==> src/rtl/target_pin_arbiter.sv <==
// Round-robin owner of the shared target programming pins (nRST, MOSI, SCK, PDID, PDIC)
// with undriven turnaround between owners, an inactivity watchdog and forced release on power-off.
module target_pin_arbiter #(
  parameter int unsigned TURN_CYCLES = 4,
  parameter int unsigned TIMEOUT     = 50000
) (
  input  logic        clk_i,
  input  logic        reset_n_i,
  input  logic [2:0]  req_i,
  input  logic [2:0]  done_i,
  input  logic [2:0]  activity_i,
  input  logic [14:0] req_val_i,
  input  logic [14:0] req_oe_i,
  input  logic        target_highz_i,
  output logic [2:0]  grant_o,
  output logic        busy_o,
  output logic        timeout_pulse_o,
  output logic [4:0]  pin_val_o,
  output logic [4:0]  pin_oe_o
);

  // state   | meaning
  // IDLE    | no owner, pins undriven, arbitrating pending requests
  // SETTLE  | winner latched, pins held undriven for TURN_CYCLES cycles
  // GRANTED | winner owns the pins, watchdog running
  // RELEASE | owner gone, pins held undriven for TURN_CYCLES cycles
  localparam logic [1:0] ST_IDLE    = 2'd0;
  localparam logic [1:0] ST_SETTLE  = 2'd1;
  localparam logic [1:0] ST_GRANTED = 2'd2;
  localparam logic [1:0] ST_RELEASE = 2'd3;

  localparam logic [7:0]  TURN_LD = 8'(TURN_CYCLES);
  localparam logic [15:0] TO_LD   = 16'(TIMEOUT);

  logic [1:0]  state_q, state_d;
  logic [1:0]  winner_q, winner_d;
  logic [1:0]  last_q, last_d;
  logic [7:0]  cnt_q, cnt_d;
  logic [15:0] wdog_q, wdog_d;
  logic [2:0]  grant_q, grant_d;
  logic        tmo_q, tmo_d;
  logic [4:0]  pin_val_q, pin_val_d;
  logic [4:0]  pin_oe_q, pin_oe_d;

  logic [2:0]  win_oh;
  logic [4:0]  val_sl, oe_sl;
  logic        own_req, own_done, own_act, wd_expire;

  function automatic logic [1:0] rr_pick(input logic [1:0] last, input logic [2:0] req);
    case (last)
      2'd0:    rr_pick = req[1] ? 2'd1 : (req[2] ? 2'd2 : 2'd0);
      2'd1:    rr_pick = req[2] ? 2'd2 : (req[0] ? 2'd0 : 2'd1);
      default: rr_pick = req[0] ? 2'd0 : (req[1] ? 2'd1 : 2'd2);
    endcase
  endfunction

  always_comb begin
    win_oh = 3'b001;
    val_sl = req_val_i[4:0];
    oe_sl  = req_oe_i[4:0];
    case (winner_q)
      2'd1: begin
        win_oh = 3'b010;
        val_sl = req_val_i[9:5];
        oe_sl  = req_oe_i[9:5];
      end
      2'd2: begin
        win_oh = 3'b100;
        val_sl = req_val_i[14:10];
        oe_sl  = req_oe_i[14:10];
      end
      default: ;
    endcase
  end

  assign own_req   = |(req_i & win_oh);
  assign own_done  = |(done_i & win_oh);
  assign own_act   = |(activity_i & win_oh);
  assign wd_expire = !own_act && (wdog_q <= 16'd1);

  always_comb begin
    state_d  = state_q;
    winner_d = winner_q;
    last_d   = last_q;
    cnt_d    = cnt_q;
    wdog_d   = wdog_q;
    tmo_d    = 1'b0;
    case (state_q)
      ST_IDLE: begin
        if (!target_highz_i && (req_i != 3'b000)) begin
          winner_d = rr_pick(last_q, req_i);
          cnt_d    = TURN_LD;
          state_d  = ST_SETTLE;
        end
      end
      ST_SETTLE: begin
        if (cnt_q != 8'd0) cnt_d = cnt_q - 8'd1;
        // an aborted settle leaves the pointer alone so the order is unchanged
        if (!own_req || target_highz_i) begin
          state_d = ST_IDLE;
        end else if (cnt_q <= 8'd1) begin
          state_d = ST_GRANTED;
          last_d  = winner_q;
          wdog_d  = TO_LD;
        end
      end
      ST_GRANTED: begin
        wdog_d = own_act ? TO_LD : (wdog_q - 16'd1);
        if (own_done || !own_req || target_highz_i || wd_expire) begin
          state_d = ST_RELEASE;
          cnt_d   = TURN_LD;
          tmo_d   = wd_expire && !own_done && own_req && !target_highz_i;
        end
      end
      ST_RELEASE: begin
        if (cnt_q <= 8'd1) state_d = ST_IDLE;
        else cnt_d = cnt_q - 8'd1;
      end
      default: state_d = ST_IDLE;
    endcase
  end

  always_comb begin
    grant_d   = 3'b000;
    pin_oe_d  = 5'b00000;
    pin_val_d = 5'b00000;
    if (state_d == ST_GRANTED) begin
      grant_d   = win_oh;
      pin_oe_d  = oe_sl;
      pin_val_d = val_sl & oe_sl;
    end
  end

  always_ff @(posedge clk_i or negedge reset_n_i) begin
    if (!reset_n_i) begin
      state_q   <= ST_IDLE;
      winner_q  <= 2'd0;
      last_q    <= 2'd2;
      cnt_q     <= 8'd0;
      wdog_q    <= 16'd0;
      grant_q   <= 3'b000;
      tmo_q     <= 1'b0;
      pin_val_q <= 5'b00000;
      pin_oe_q  <= 5'b00000;
    end else begin
      state_q   <= state_d;
      winner_q  <= winner_d;
      last_q    <= last_d;
      cnt_q     <= cnt_d;
      wdog_q    <= wdog_d;
      grant_q   <= grant_d;
      tmo_q     <= tmo_d;
      pin_val_q <= pin_val_d;
      pin_oe_q  <= pin_oe_d;
    end
  end

  assign grant_o         = grant_q;
  assign busy_o          = (state_q != ST_IDLE);
  assign timeout_pulse_o = tmo_q;
  assign pin_val_o       = pin_val_q;
  assign pin_oe_o        = pin_oe_q;

endmodule

==> config.mk <==
export PLATFORM = sky130hd
export DESIGN_NAME = target_pin_arbiter
export DESIGN_NICKNAME = d
export VERILOG_FILES = /design/src/rtl/target_pin_arbiter.sv
export SDC_FILE = /design/constraint.sdc
export NUM_CORES = 1
export LEC_CHECK = 0
export ABC_AREA = 1
export BUFFER_PORTS_ARGS = -buffer_cell sky130_fd_sc_hd__buf_4
export CORE_UTILIZATION = 30
export DETAILED_ROUTE_END_ITERATION = 10
export GPL_ROUTABILITY_DRIVEN = 0
export GPL_TIMING_DRIVEN = 0
export PLACE_DENSITY = 0.46
export SYNTH_ARGS = -nofsm -noshare
export SYNTH_HDL_FRONTEND = slang
export SYNTH_SLANG_ARGS = --single-unit
==> constraint.sdc <==
create_clock -name clk_i -period 4.79 [get_ports clk_i]
set_input_delay 0.2395 -clock clk_i [delete_from_list [all_inputs] [get_ports clk_i]]
set_output_delay 0.2395 -clock clk_i [all_outputs]
set_load 0.01 [all_outputs]
==> key figures, run 1 <==
Status
  – Status: completed

Detailed routing
  – Via/cell ratio: 4.647
  – Pre-Repair DR Iteration Count: 4
  – DRT Wirelength: 6856 um
  – Final ANT Viol Nets: 0
  – Remaining DRCs: 0
  – Initial drt markers: 99
  – WL/cell: 12.47 um
  – Via count: 2556

Cells and area
  – Commonest non-fill, non-tap cell in the layout: nand2_1
  – Area Overhead vs Synth: 24.90%
  – Fill cell count: 923
  – Layout cells sized above 1: 0.2557
  – # diodes: 0
  – Storage cell area: 1102 um^2
  – Most frequent cells in the layout: 88 x nand2_1, 57 x buf_4, 45 x nor2_1
  – Multi-input logic area: 1445 um^2
  – Nets: 490

Run
  – Max Cap Viol: 0

Die
  – Core Box Area: 8848 um^2
  – Die Span Y: 98.25 um
  – # rows: 34
  – I/O pin count: 57
  – Initial Util: 0.3141
  – Chip width: 98.25 um
  – Die area: 9652 um^2

Clock tree
  – CTS Buffer Depth: 2
  – Post_cts resized: 0
  – Setup bufs post-CTS: 0
  – Clk sink count: 44
  – Root Driver: clkbuf_8
  – # H-tree levels: 2
  – CTS clock-pin slew for the worst setup and hold paths: 0.09 ns
  – Num CTS Buffers: 5
  – CTS tree: built
  – Worst skew pair latency: 0.30 ns
  – Post-CTS Hold Fix Bufs: 1

Pwr
  – Peak VDD IR: 234.5 uV
  – Leakage power: 0.001706 uW
  – Pwr dens: 599.0 nW/um^2

Worst setup path
  – CP endpoint kind: register
  – Slowest stage delay, CP: 0.39 ns
  – Setup crit start: winner_q[0]$_DFFE_PN0P_
  – CP Cell Sequence: inv_1 -> ha_1 -> buf_6 -> nand2_1 -> nand2_1 -> nor2_4 -> nand3_2 -> nand2_1 -> nand2_1 -> nand3_4 -> buf_6 -> nor2_2
  – Reg-to-reg startpoint: winner_q[0]$_DFFE_PN0P_
  – Crit path launch type: register
  – Worst-path fanout max: 10
  – Most used cell, CP: nand2_1
  – Slowest cell on the critical path: dfrtp_1
  – CP Class: register to register
  – Critical Path RT: 4.98 ns
  – Worst path arrival time: 2.17 ns

STA
  – Hold Vio Cnt, Final: 0
  – Fin Setup TNS: 0 ns
  – Clock Skews: 0.006579 ns
  – Fmax: 0.5052 GHz
  – Period utilization: 0.4132
  – Fin crit period: 1.979 ns
  – Slew HR: 0.6113
  – RSZ-0062 raised after global routing: false
  – # setup viols final: 0
  – Final-report max-slew violation count: 0
  – Tightest Pin Transition: 0.5831 ns
  – Setup WS post-layout: 2.811 ns

Logic synthesis
  – FFs w/ async S/R, synth: 1.000
  – Avg Cell Area, Syn: 7.371 um^2
  – Post-Syn Instances: 377
  – Mapped cell area: 2779 um^2
  – Ranking of synthesized cells by area: dfrtp_1 39%, nand2_1 12%, nor2_1 6.1%
  – Yosys reg bits: 44
  – Distinct cells, synth: 33
  – Syn_nets: 426
  – Area leader, netlist: dfrtp_1
  – Yosys Warn Count: 0
  – Post-synth top area share: 0.3872
  – Post-synthesis sequential area ratio: 0.3967
  – Post-synth EDFFs: 0
  – Main flop type after synthesis: dfrtp_1

Global routing
  – Vias in the first global route: 2537
  – First-pass GRT wire length: 12040 um
  – Largest net degree at the start of global routing: 45
  – Total global routing overflow: 0
  – Initial antenna violation count: 0
  – GRT Overall Usage: 0.1543

Hold path
  – HP Class: input pin to register
  – Min-delay src: done_i[2]

Placement
  – Detailed Place HPWL: 5243 um
  – Port bufs: 56
  – Place WS: 2.802 ns
-- final timing paths --
kind,to,slack (ns),cells past startpoint
setup / recovery,pin_val_o[2]$_DFF_PN0_,2.81,12
hold reg to reg,cnt_q[0]$_DFFE_PN0P_,0.52,2
min in group asynchronous,wdog_q[13]$_DFFE_PN0P_,0.47,2
max in group asynchronous,wdog_q[9]$_DFFE_PN0P_,3.91,2
hold / removal,timeout_pulse_o$_DFF_PN0_,0.31,4
setup reg to reg,pin_val_o[2]$_DFF_PN0_,2.81,12
-- through the flow --
stage | utilization | instances | hold WS (ns) | power, uW | instance area [um^2]
2_1_floorplan | - | 377 | -0.05609 | 1464 | 2779
3_3_place_gp | 0.3768 | 541 | 0.2858 | 1776 | 3334
3_5_place_dp | 0.3768 | 541 | 0.2854 | 1781 | 3334
4_1_cts | 0.3923 | 550 | 0.3014 | 2112 | 3471
5_1_grt | 0.3923 | 550 | 0.3125 | 2293 | 3471
6_report | 0.3923 | 550 | 0.3054 | 2079 | 3471
-- sequential cells by signal, summed over array words and instances (netlist names) --
name	cells
pin_oe_o	5
grant_o	3
wdog_q	16
last_q	2
pin_val_o	5
timeout_pulse_o	1
winner_q	2
cnt_q	8
state_q	2
-- synthesized netlist by cell type (2+ instances only) --
cell type / instances
inv_2: 8
nand3_1: 31
o22ai_1: 3
nand2_1: 88
or2_2: 5
o21ai_1: 9
inv_1: 37
buf_6: 3
nor2_4: 5
nand4_1: 2
xor2_1: 2
nor2_2: 15
clkbuf_1: 4
nor2_1: 45
a22o_1: 5
o211ai_1: 6
nor3_1: 3
nand3_2: 3
nand2_2: 4
o21ai_0: 21
dfrtp_1: 43
a21oi_1: 18
ha_1: 7
-- where the power goes --
part	internal, uW	total (uW)	switching, uW
Combinational	442	1180	739
Sequential	484	580	96.1
Clock	184	317	133
Total	1110	2080	968
-- cell type report --
| class | count | share of cell area |
|---|---|---|
| Clock buffer | 7 | 0.02776 |
| Timing Repair Buffer | 57 | 0.1240 |
| Multi-Input combinational cell | 279 | 0.4164 |
| Inverter | 46 | 0.05047 |
| Sequential cell | 44 | 0.3176 |
| Buffer | 8 | 0.01622 |
| Tap cell | 108 | 0.03893 |
| Clock inverter | 1 | 0.008652 |
-- cells by family (layout without fill, tap and decap cells) --
logic type | Yosys count | count (layout) | share of synthesized area
xor+xnor | 3 | 3 | 0.009457
buf+inv | 54 | 119 | 0.08330
flops | 44 | 44 | 0.3967
simple gates | 205 | 205 | 0.3458
compound gates | 64 | 64 | 0.1333
fa+ha+maj | 7 | 7 | 0.03152
-- routing by layer --
layer,share of wire,global-route usage,vias to the layer above,routed length [um]
met2,0.45,0.2384,65,3067
met1,0.49,0.2178,1148,3370
li1,-,-,1339,-
met5,0,0,-,0
met3,0.053,0.03794,4,366
met4,0.0076,0.03444,0,52
-- critical path, delay by kind of cell, from the launching register on --
family                   cells  cell delay (ns)
buffers and inverters        3             0.43
adder cells (fa/ha/maj)      1             0.25
AND/OR/NAND/NOR              8             0.78
flip-flops                   1             0.39
(Power assumes the default switching activity.)
==> run 2, diff against run 1 <==
--- a/config.mk
+++ b/config.mk
@@ -5,7 +5,7 @@
 export SDC_FILE = /design/constraint.sdc
 export NUM_CORES = 1
 export LEC_CHECK = 0
-export ABC_AREA = 1
+export ABC_AREA = 0
 export BUFFER_PORTS_ARGS = -buffer_cell sky130_fd_sc_hd__buf_4
 export CORE_UTILIZATION = 30
 export DETAILED_ROUTE_END_ITERATION = 10
==> constraint.sdc (replaced) <==
create_clock -name clk_i -period 1.9 [get_ports clk_i]
set_input_delay 0.095 -clock clk_i [delete_from_list [all_inputs] [get_ports clk_i]]
set_output_delay 0.095 -clock clk_i [all_outputs]
set_load 0.01 [all_outputs]
==> key figures, run 2 <==
Worst setup path
  – Buf/Inv on CP: 1 (-2)
  – CP endpoint kind: register
  – Worst path arrival time: 2.34 ns (+0.17 ns)
  – Cell family with the largest share of critical-path delay: simple AND/OR/NAND/NOR gates
  – Crit path launch type: register
  – Worst-path fanout max: 5 (-5)
  – Setup crit start: winner_q[1]$_DFFE_PN0P_
  – Reg-to-reg startpoint: winner_q[1]$_DFFE_PN0P_
  – Critical Path RT: 2.09 ns (-2.89 ns)
  – CP Cell Sequence: ha_4 -> a222oi_1 -> or3b_4 -> nand2_2 -> nand3b_4 -> buf_4 -> a31o_4
  – Slowest cell on the critical path: dfrtp_2
  – Slowest stage delay, CP: 0.46 ns (+0.07 ns)
  – CP Class: register to register

Logic synthesis
  – Leading cell types by count after synthesis: 43 x dfrtp_1, 27 x nor2_1, 25 x nand2_1, 24 x nand3_1, 19 x a21oi_1
  – Avg Cell Area, Syn: 9.221 um^2 (+25%)
  – Post-synthesis sequential area ratio: 0.4331 (+0.03647)
  – Most frequent cell after synthesis: dfrtp_1
  – Main flop type after synthesis: dfrtp_1
  – Syn_nets: 325 (-24%)
  – Post-synth EDFFs: 0 (unchanged)
  – FFs w/ async S/R, synth: 1.000 (unchanged)
  – Distinct cells, synth: 49 (+48%)
  – Area leader, netlist: dfrtp_1
  – Ranking of synthesized cells by area: dfrtp_1 42%, nand3_1 4.7%, nor2_1 4.0%
  – Yosys Warn Count: 0 (unchanged)
  – Mapped cell area: 2545 um^2 (-8.4%)
  – Yosys reg bits: 44 (unchanged)
  – Post-synth top area share: 0.4228 (+0.03560)
  – Post-Syn Instances: 276 (-27%)

Clock tree
  – Worst skew pair latency: 0.30 ns (about the same)
  – CTS tree: built
  – Root Driver: clkbuf_8
  – CTS clock-pin slew for the worst setup and hold paths: 0.09 ns (about the same)
  – CTS Buffer Depth: 2 (unchanged)
  – Num CTS Buffers: 5 (unchanged)
  – Clk sink count: 44 (unchanged)
  – # H-tree levels: 2 (unchanged)

Cells and area
  – Nets: 414 (-16%)
  – Max FFs per register: 16 (unchanged)
  – Area Overhead vs Synth: 44.59%
  – Design area: 3680 um^2 (+6.0%)
  – Layout cells sized above 1: 0.4016 (+0.1460)
  – Most frequent cells in the layout: 73 x buf_4, 41 x dfrtp_1, 24 x nor2_1, 24 x nand3_1, 19 x nand2_1
  – Commonest non-fill, non-tap cell in the layout: buf_4
  – Core Util, Final: 0.4478 (+0.05559)
  – Reg with most FFs: wdog_q
  – # diodes: 0 (unchanged)
  – Largest regs: wdog_q: 16 flops, cnt_q: 8 flops

STA
  – Worst hold margin: 0.09008 ns (-0.2153 ns)
  – Tightest Pin Transition: 0.5800 ns (-0.003087 ns)
  – RSZ-0062 raised after global routing: true
  – Clock Skews: 0.01220 ns (+0.005616 ns)
  – # setup viols final: 40 (+40)
  – Period utilization: 1.131 (+0.7181)
  – Setup WS post-layout: -0.2494 ns (-3.060 ns)
  – Fmax: 0.4652 GHz (-7.9%)
  – Hold Vio Cnt, Final: 0 (unchanged)
  – Fin crit period: 2.149 ns (+0.1701 ns)
  – Slew HR: 0.6133 (+0.002058)
  – Final-report max-slew violation count: 0 (unchanged)

Pwr
  – Leakage power: 0.001569 uW (-8.1%)
  – Pwr dens: 1384 nW/um^2 (+130%)
  – Peak VDD IR: 506.0 uV (+120%)

Placement
  – Place WS: -0.6475 ns (-3.449 ns)
  – Dpl cell area: 3143 um^2 (-5.7%)
  – Port bufs: 56 (unchanged)
  – Detailed Place HPWL: 5142 um (-1.9%)

Detailed routing
  – Via/cell ratio: 5.208 (+12%)
  – Remaining DRCs: 0 (unchanged)
  – DRT Wirelength: 7189 um (+4.9%)
  – Final ANT Viol Nets: 0 (unchanged)
  – WL/cell: 15.26 um (+22%)
  – Initial drt markers: 87 (-12%)
  – Via count: 2453 (-4.0%)
  – Pre-Repair DR Iteration Count: 4 (unchanged)

Die
  – I/O pin count: 57 (unchanged)
  – # rows: 33 (-2.9%)
  – Die area: 8856 um^2 (-8.3%)
  – Die Span Y: 94.11 um (-4.2%)
  – Chip width: 94.11 um (-4.2%)
  – Initial Util: 0.3097 (-0.004325)
  – Core Box Area: 8217 um^2 (-7.1%)

Global routing
  – Total global routing overflow: 0 (unchanged)
  – Initial antenna violation count: 0 (unchanged)
  – First-pass GRT wire length: 11800 um (-2.0%)
  – GRT Overall Usage: 0.1747 (+0.02034)
  – Vias in the first global route: 2345 (-7.6%)
  – Largest net degree at the start of global routing: 45 (unchanged)

Hold path
  – Min-delay src: req_oe_i[3]
  – HP Class: input pin to register

Status
  – Status: finished with violations
  – Failing checks: negative setup slack

Run
  – Max Cap Viol: 0 (unchanged)
-- run 2: worst min-delay path, stage by stage --
cell,delay [ns]
buf_4,0.09
a21oi_1,0.07
nor3_2,0.10
-- run 2: kinds of logic after synthesis --
logic type               synth area share
buffers and inverters             0.04867
flip-flops                         0.4331
XOR/XNOR                          0.01377
AND/OR/NAND/NOR                    0.2306
multiplexers                      0.01278
adder cells (fa/ha/maj)           0.03441
AO/OA/AOI/OAI                      0.2267
-- run 2: stage by stage --
| stage | std cells | TNS [ns] | power (uW) |
|---|---|---|---|
| 3_3_place_gp | 437 | -21.56 | 3539 |
| 4_1_cts | 466 | -5.998 | 4902 |
| 2_1_floorplan | 276 | -5.515 | 2925 |
| 6_report | 471 | -5.022 | 5092 |
| 5_1_grt | 471 | -9.467 | 5479 |
| 3_5_place_dp | 437 | -21.49 | 3549 |
-- run 2: per-layer routing --
layer  wire length, um  GRT usage  up-vias
met2              3484     0.2968       54
met3               269    0.03317       11
met1              3296     0.2213     1189
li1                  -          -     1199
met4               138    0.05769        0
met5                 0          0        -
-- run 2: what timing repair did --
item,CTS,global route
setup endpoints to repair,42,41
endpoints found under the hold margin,43,0
pin swaps,12,4
resized for setup,39,14
cloned,2,0
buffers inserted,19,6
hold buffers,1,0
-- run 2: report_power, final --
part	total [uW]	switching, uW	leakage, uW	internal, uW
Sequential	1360	216	0.000562	1150
Clock	799	335	0.0000645	464
Combinational	2930	1520	0.000942	1400
-- run 2: worst paths after layout --
path                                                 to  slack, ns  depth (start not counted)
max in group asynchronous       winner_q[1]$_DFFE_PN0P_       1.15                          2
worst max register to register     state_q[0]$_DFF_PN0_      -0.25                          7
worst min-delay path              pin_oe_o[3]$_DFF_PN0_       0.09                          3
min in group asynchronous        pin_val_o[3]$_DFF_PN0_       0.33                          2
worst min register to register    wdog_q[8]$_DFFE_PN0P_       0.48                          1
worst max-delay path               state_q[0]$_DFF_PN0_      -0.25                          7
-- run 2: area by class of cell --
| class | instances | area, um^2 |
|---|---|---|
| clock inverter | 1 | 30.03 |
| sequential | 44 | 1105 |
| fill | 818 | 4537 |
| buffer | 12 | 90.09 |
| clock buffer | 7 | 96.34 |
| multi-input combinational | 210 | 1505 |
| inverter | 8 | 30.03 |
| timing repair buffer | 84 | 691.9 |
| tap | 105 | 131.4 |
==> run 3, diff against run 2 <==
--- a/config.mk
+++ b/config.mk
@@ -8,6 +8,7 @@
 export ABC_AREA = 0
 export BUFFER_PORTS_ARGS = -buffer_cell sky130_fd_sc_hd__buf_4
 export CORE_UTILIZATION = 30
+export CTS_BUF_LIST = sky130_fd_sc_hd__clkbuf_4
 export DETAILED_ROUTE_END_ITERATION = 10
 export GPL_ROUTABILITY_DRIVEN = 0
 export GPL_TIMING_DRIVEN = 0
==> key figures, run 3 (synthesized netlist as in run 2, its figures left out) <==
Pwr
  – Leakage power: 0.001535 uW (-2.1%)
  – Power Total: 4962 uW (-2.6%)
  – Peak VDD IR: 502.6 uV (-0.68%)
  – Pwr dens: 1360 nW/um^2 (-1.7%)

Worst setup path
  – Reg-to-reg startpoint: winner_q[1]$_DFFE_PN0P_
  – Cell family with the largest share of critical-path delay: simple AND/OR/NAND/NOR gates
  – CP Cell Sequence: ha_4 -> a222oi_1 -> or3b_4 -> nand2_4 -> nand3b_4 -> buf_12 -> buf_16 -> nor2_1
  – Buf/Inv on CP: 2 (+1)
  – Worst path arrival time: 2.50 ns (+0.16 ns)
  – Worst-path fanout max: 5 (unchanged)
  – Slowest stage delay, CP: 0.47 ns (about the same)
  – Reg2reg setup slack: -0.29 ns (-0.04 ns)
  – RR Endpoint: cnt_q[3]$_DFFE_PN0P_
  – R2r worst-path depth: 8 (+1)
  – Slowest cell on the critical path: dfrtp_2
  – Critical Path RT: 2.21 ns (+0.12 ns)
  – CP Class: register to register
  – Crit path launch type: register
  – CP endpoint kind: register

Die
  – Initial Util: 0.3097 (unchanged)
  – I/O pin count: 57 (unchanged)
  – # rows: 33 (unchanged)
  – Chip width: 94.11 um (unchanged)
  – Die Span Y: 94.11 um (unchanged)
  – Core Box Area: 8217 um^2 (unchanged)
  – Die area: 8856 um^2 (unchanged)

Cells and area
  – Largest regs: wdog_q: 16 flops, cnt_q: 8 flops
  – Layout cells sized above 1: 0.3878 (-0.01383)
  – Most frequent cells in the layout: 71 x buf_4, 41 x dfrtp_1, 24 x nand3_1
  – Area Overhead vs Synth: 43.31%
  – Finished Layout Cells: 466 (-1.1%)
  – # diodes: 0 (unchanged)
  – Max FFs per register: 16 (unchanged)
  – Reg with most FFs: wdog_q
  – Commonest non-fill, non-tap cell in the layout: buf_4
  – Nets: 409 (-1.2%)
  – Fill cell count: 819 (+0.12%)

STA
  – # setup viols final: 30 (-25%)
  – Tightest Pin Transition: 0.5737 ns (-0.006280 ns)
  – RSZ-0062 raised after global routing: true
  – Period utilization: 1.152 (+0.02042)
  – Final-report max-slew violation count: 0 (unchanged)
  – Fmax: 0.4570 GHz (-1.8%)
  – Hold Vio Cnt, Final: 0 (unchanged)
  – Setup WS post-layout: -0.2882 ns (-0.03881 ns)
  – Fin Setup TNS: -5.429 ns (-0.4078 ns)
  – Slew HR: 0.6175 (+0.004186)
  – Clock Skews: 0.01547 ns (+0.003279 ns)
  – Fin crit period: 2.188 ns (+0.03881 ns)

Hold path
  – Hold endpoint: pin_oe_o[0]$_DFF_PN0_
  – HP Class: input pin to register
  – Min-delay src: req_oe_i[0]
  – Hold depth: 3 (unchanged)

Detailed routing
  – WL/cell: 15.57 um (+2.0%)
  – Final ANT Viol Nets: 0 (unchanged)
  – Remaining DRCs: 0 (unchanged)
  – Initial drt markers: 71 (-18%)
  – Via/cell ratio: 5.210 (about the same)
  – Via count: 2428 (-1.0%)
  – DRT Wirelength: 7257 um (+0.95%)
  – Pre-Repair DR Iteration Count: 4 (unchanged)

Global routing
  – GRT Overall Usage: 0.1729 (-0.001724)
  – Most Crowded Layer GR: met2
  – Initial antenna violation count: 0 (unchanged)
  – Vias in the first global route: 2329 (-0.68%)
  – Total global routing overflow: 0 (unchanged)
  – First-pass GRT wire length: 11710 um (-0.76%)
  – M2 GR Usage: 0.2932 (-0.003650)
  – Grt met3 use: 0.03317 (unchanged)
  – Largest net degree at the start of global routing: 45 (unchanged)
  – GR Layer Usage met1: 0.2188 (-0.002520)

Status
  – Status: finished with violations
  – Failing checks: negative setup slack

Clock tree
  – CTS Buffer Depth: 2 (unchanged)
  – Num CTS Buffers: 5 (unchanged)
  – Clk sink count: 44 (unchanged)
  – CTS clock-pin slew for the worst setup and hold paths: 0.13 ns (+0.04 ns)
  – Worst skew pair latency: 0.37 ns (+0.07 ns)
  – Root Driver: clkbuf_4
  – CTS tree: built
  – # H-tree levels: 2 (unchanged)

Run
  – Max Cap Viol: 0 (unchanged)

Placement
  – Port bufs: 56 (unchanged)
  – Detailed Place HPWL: 5142 um (unchanged)
  – DP Cell Count: 437 (unchanged)
## run 3: cell types whose count changed in the layout (fill, tap and decap cells not counted), moves of 2 or more
cell / before / now
nor2_4: 2 / 6
nor2_1: 24 / 21
o21ai_0: 8 / 10
nor3_1: 9 / 7
nand2_2: 6 / 1
o21ai_1: 5 / 3
clkbuf_4: 1 / 6
clkbuf_8: 7 / 0
clkinv_1: 0 / 2
nand2_1: 19 / 23
nor3_4: 0 / 3
buf_6: 11 / 6
buf_4: 73 / 71
## run 3: power by group
part | switching (uW) | internal (uW) | leakage (uW)
Combinational | 1610 | 1390 | 0.000933
Sequential | 227 | 1150 | 0.000562
Clock | 316 | 269 | 0.0000403
Total | 2150 | 2810 | 0.00154
## run 3: timing repair
action,CTS,global route
endpoints found under the hold margin,43,0
resized for setup,23,32
hold buffers,1,0
gates cloned,2,1
setup buffers,15,4
endpoints found under the setup margin,42,40
pin swaps,10,2
## run 3: tightest hold or removal path: stages
cell     delay [ns]
buf_4          0.08
a21oi_1        0.07
nor3_2         0.09
## run 3: routing by layer
layer,part of all wire,wire length (um),vias up
met4,0.021,149,0
met2,0.48,3514,52
li1,-,-,1195
met5,0,0,-
met1,0.46,3325,1167
met3,0.037,267,14
## run 3: cell type report
class	count	area, um^2	share of cell area
Sequential cell	44	1105	0.3029
Buffer	12	90.09	0.02470
Clock buffer	5	37.54	0.01029
Clock inverter	3	37.54	0.01029
Tap cell	105	131.4	0.03602
Timing Repair Buffer	79	660.6	0.1811
Multi-Input combinational cell	210	1555	0.4264
Inverter	8	30.03	0.008233
## run 3: metrics by stage
stage / hold WS, ns / cell area, um^2 / setup slack, ns / utilization
after detailed placement: 0.1426 / 3143 / -0.6475 / 0.3825
after global placement: 0.1318 / 3143 / -0.6450 / 0.3825
after global routing: 0.02907 / 3647 / -0.3850 / 0.4439
after floorplan: -0.2006 / 2591 / -0.2349 / -
final: 0.02102 / 3647 / -0.2882 / 0.4439
after CTS: 0.01553 / 3443 / -0.2683 / 0.4191
## run 3: worst max path at each step
| stage | to | slack (ns) | startpoint | depth (start not counted) |
|---|---|---|---|---|
| 3_5_place_dp | cnt_q[1]$_DFFE_PN0P_ | -0.65 | winner_q[1]$_DFFE_PN0P_ | 9 |
| 3_3_place_gp | cnt_q[1]$_DFFE_PN0P_ | -0.65 | winner_q[1]$_DFFE_PN0P_ | 9 |
| 2_1_floorplan | cnt_q[1]$_DFFE_PN0P_ | -0.23 | winner_q[1]$_DFFE_PN0P_ | 9 |
| 5_1_grt | pin_val_o[0]$_DFF_PN0_ | -0.38 | winner_q[0]$_DFFE_PN0P_ | 8 |
| 4_1_cts | pin_oe_o[2]$_DFF_PN0_ | -0.27 | winner_q[1]$_DFFE_PN0P_ | 7 |
| 6_report | cnt_q[3]$_DFFE_PN0P_ | -0.29 | winner_q[1]$_DFFE_PN0P_ | 8 |
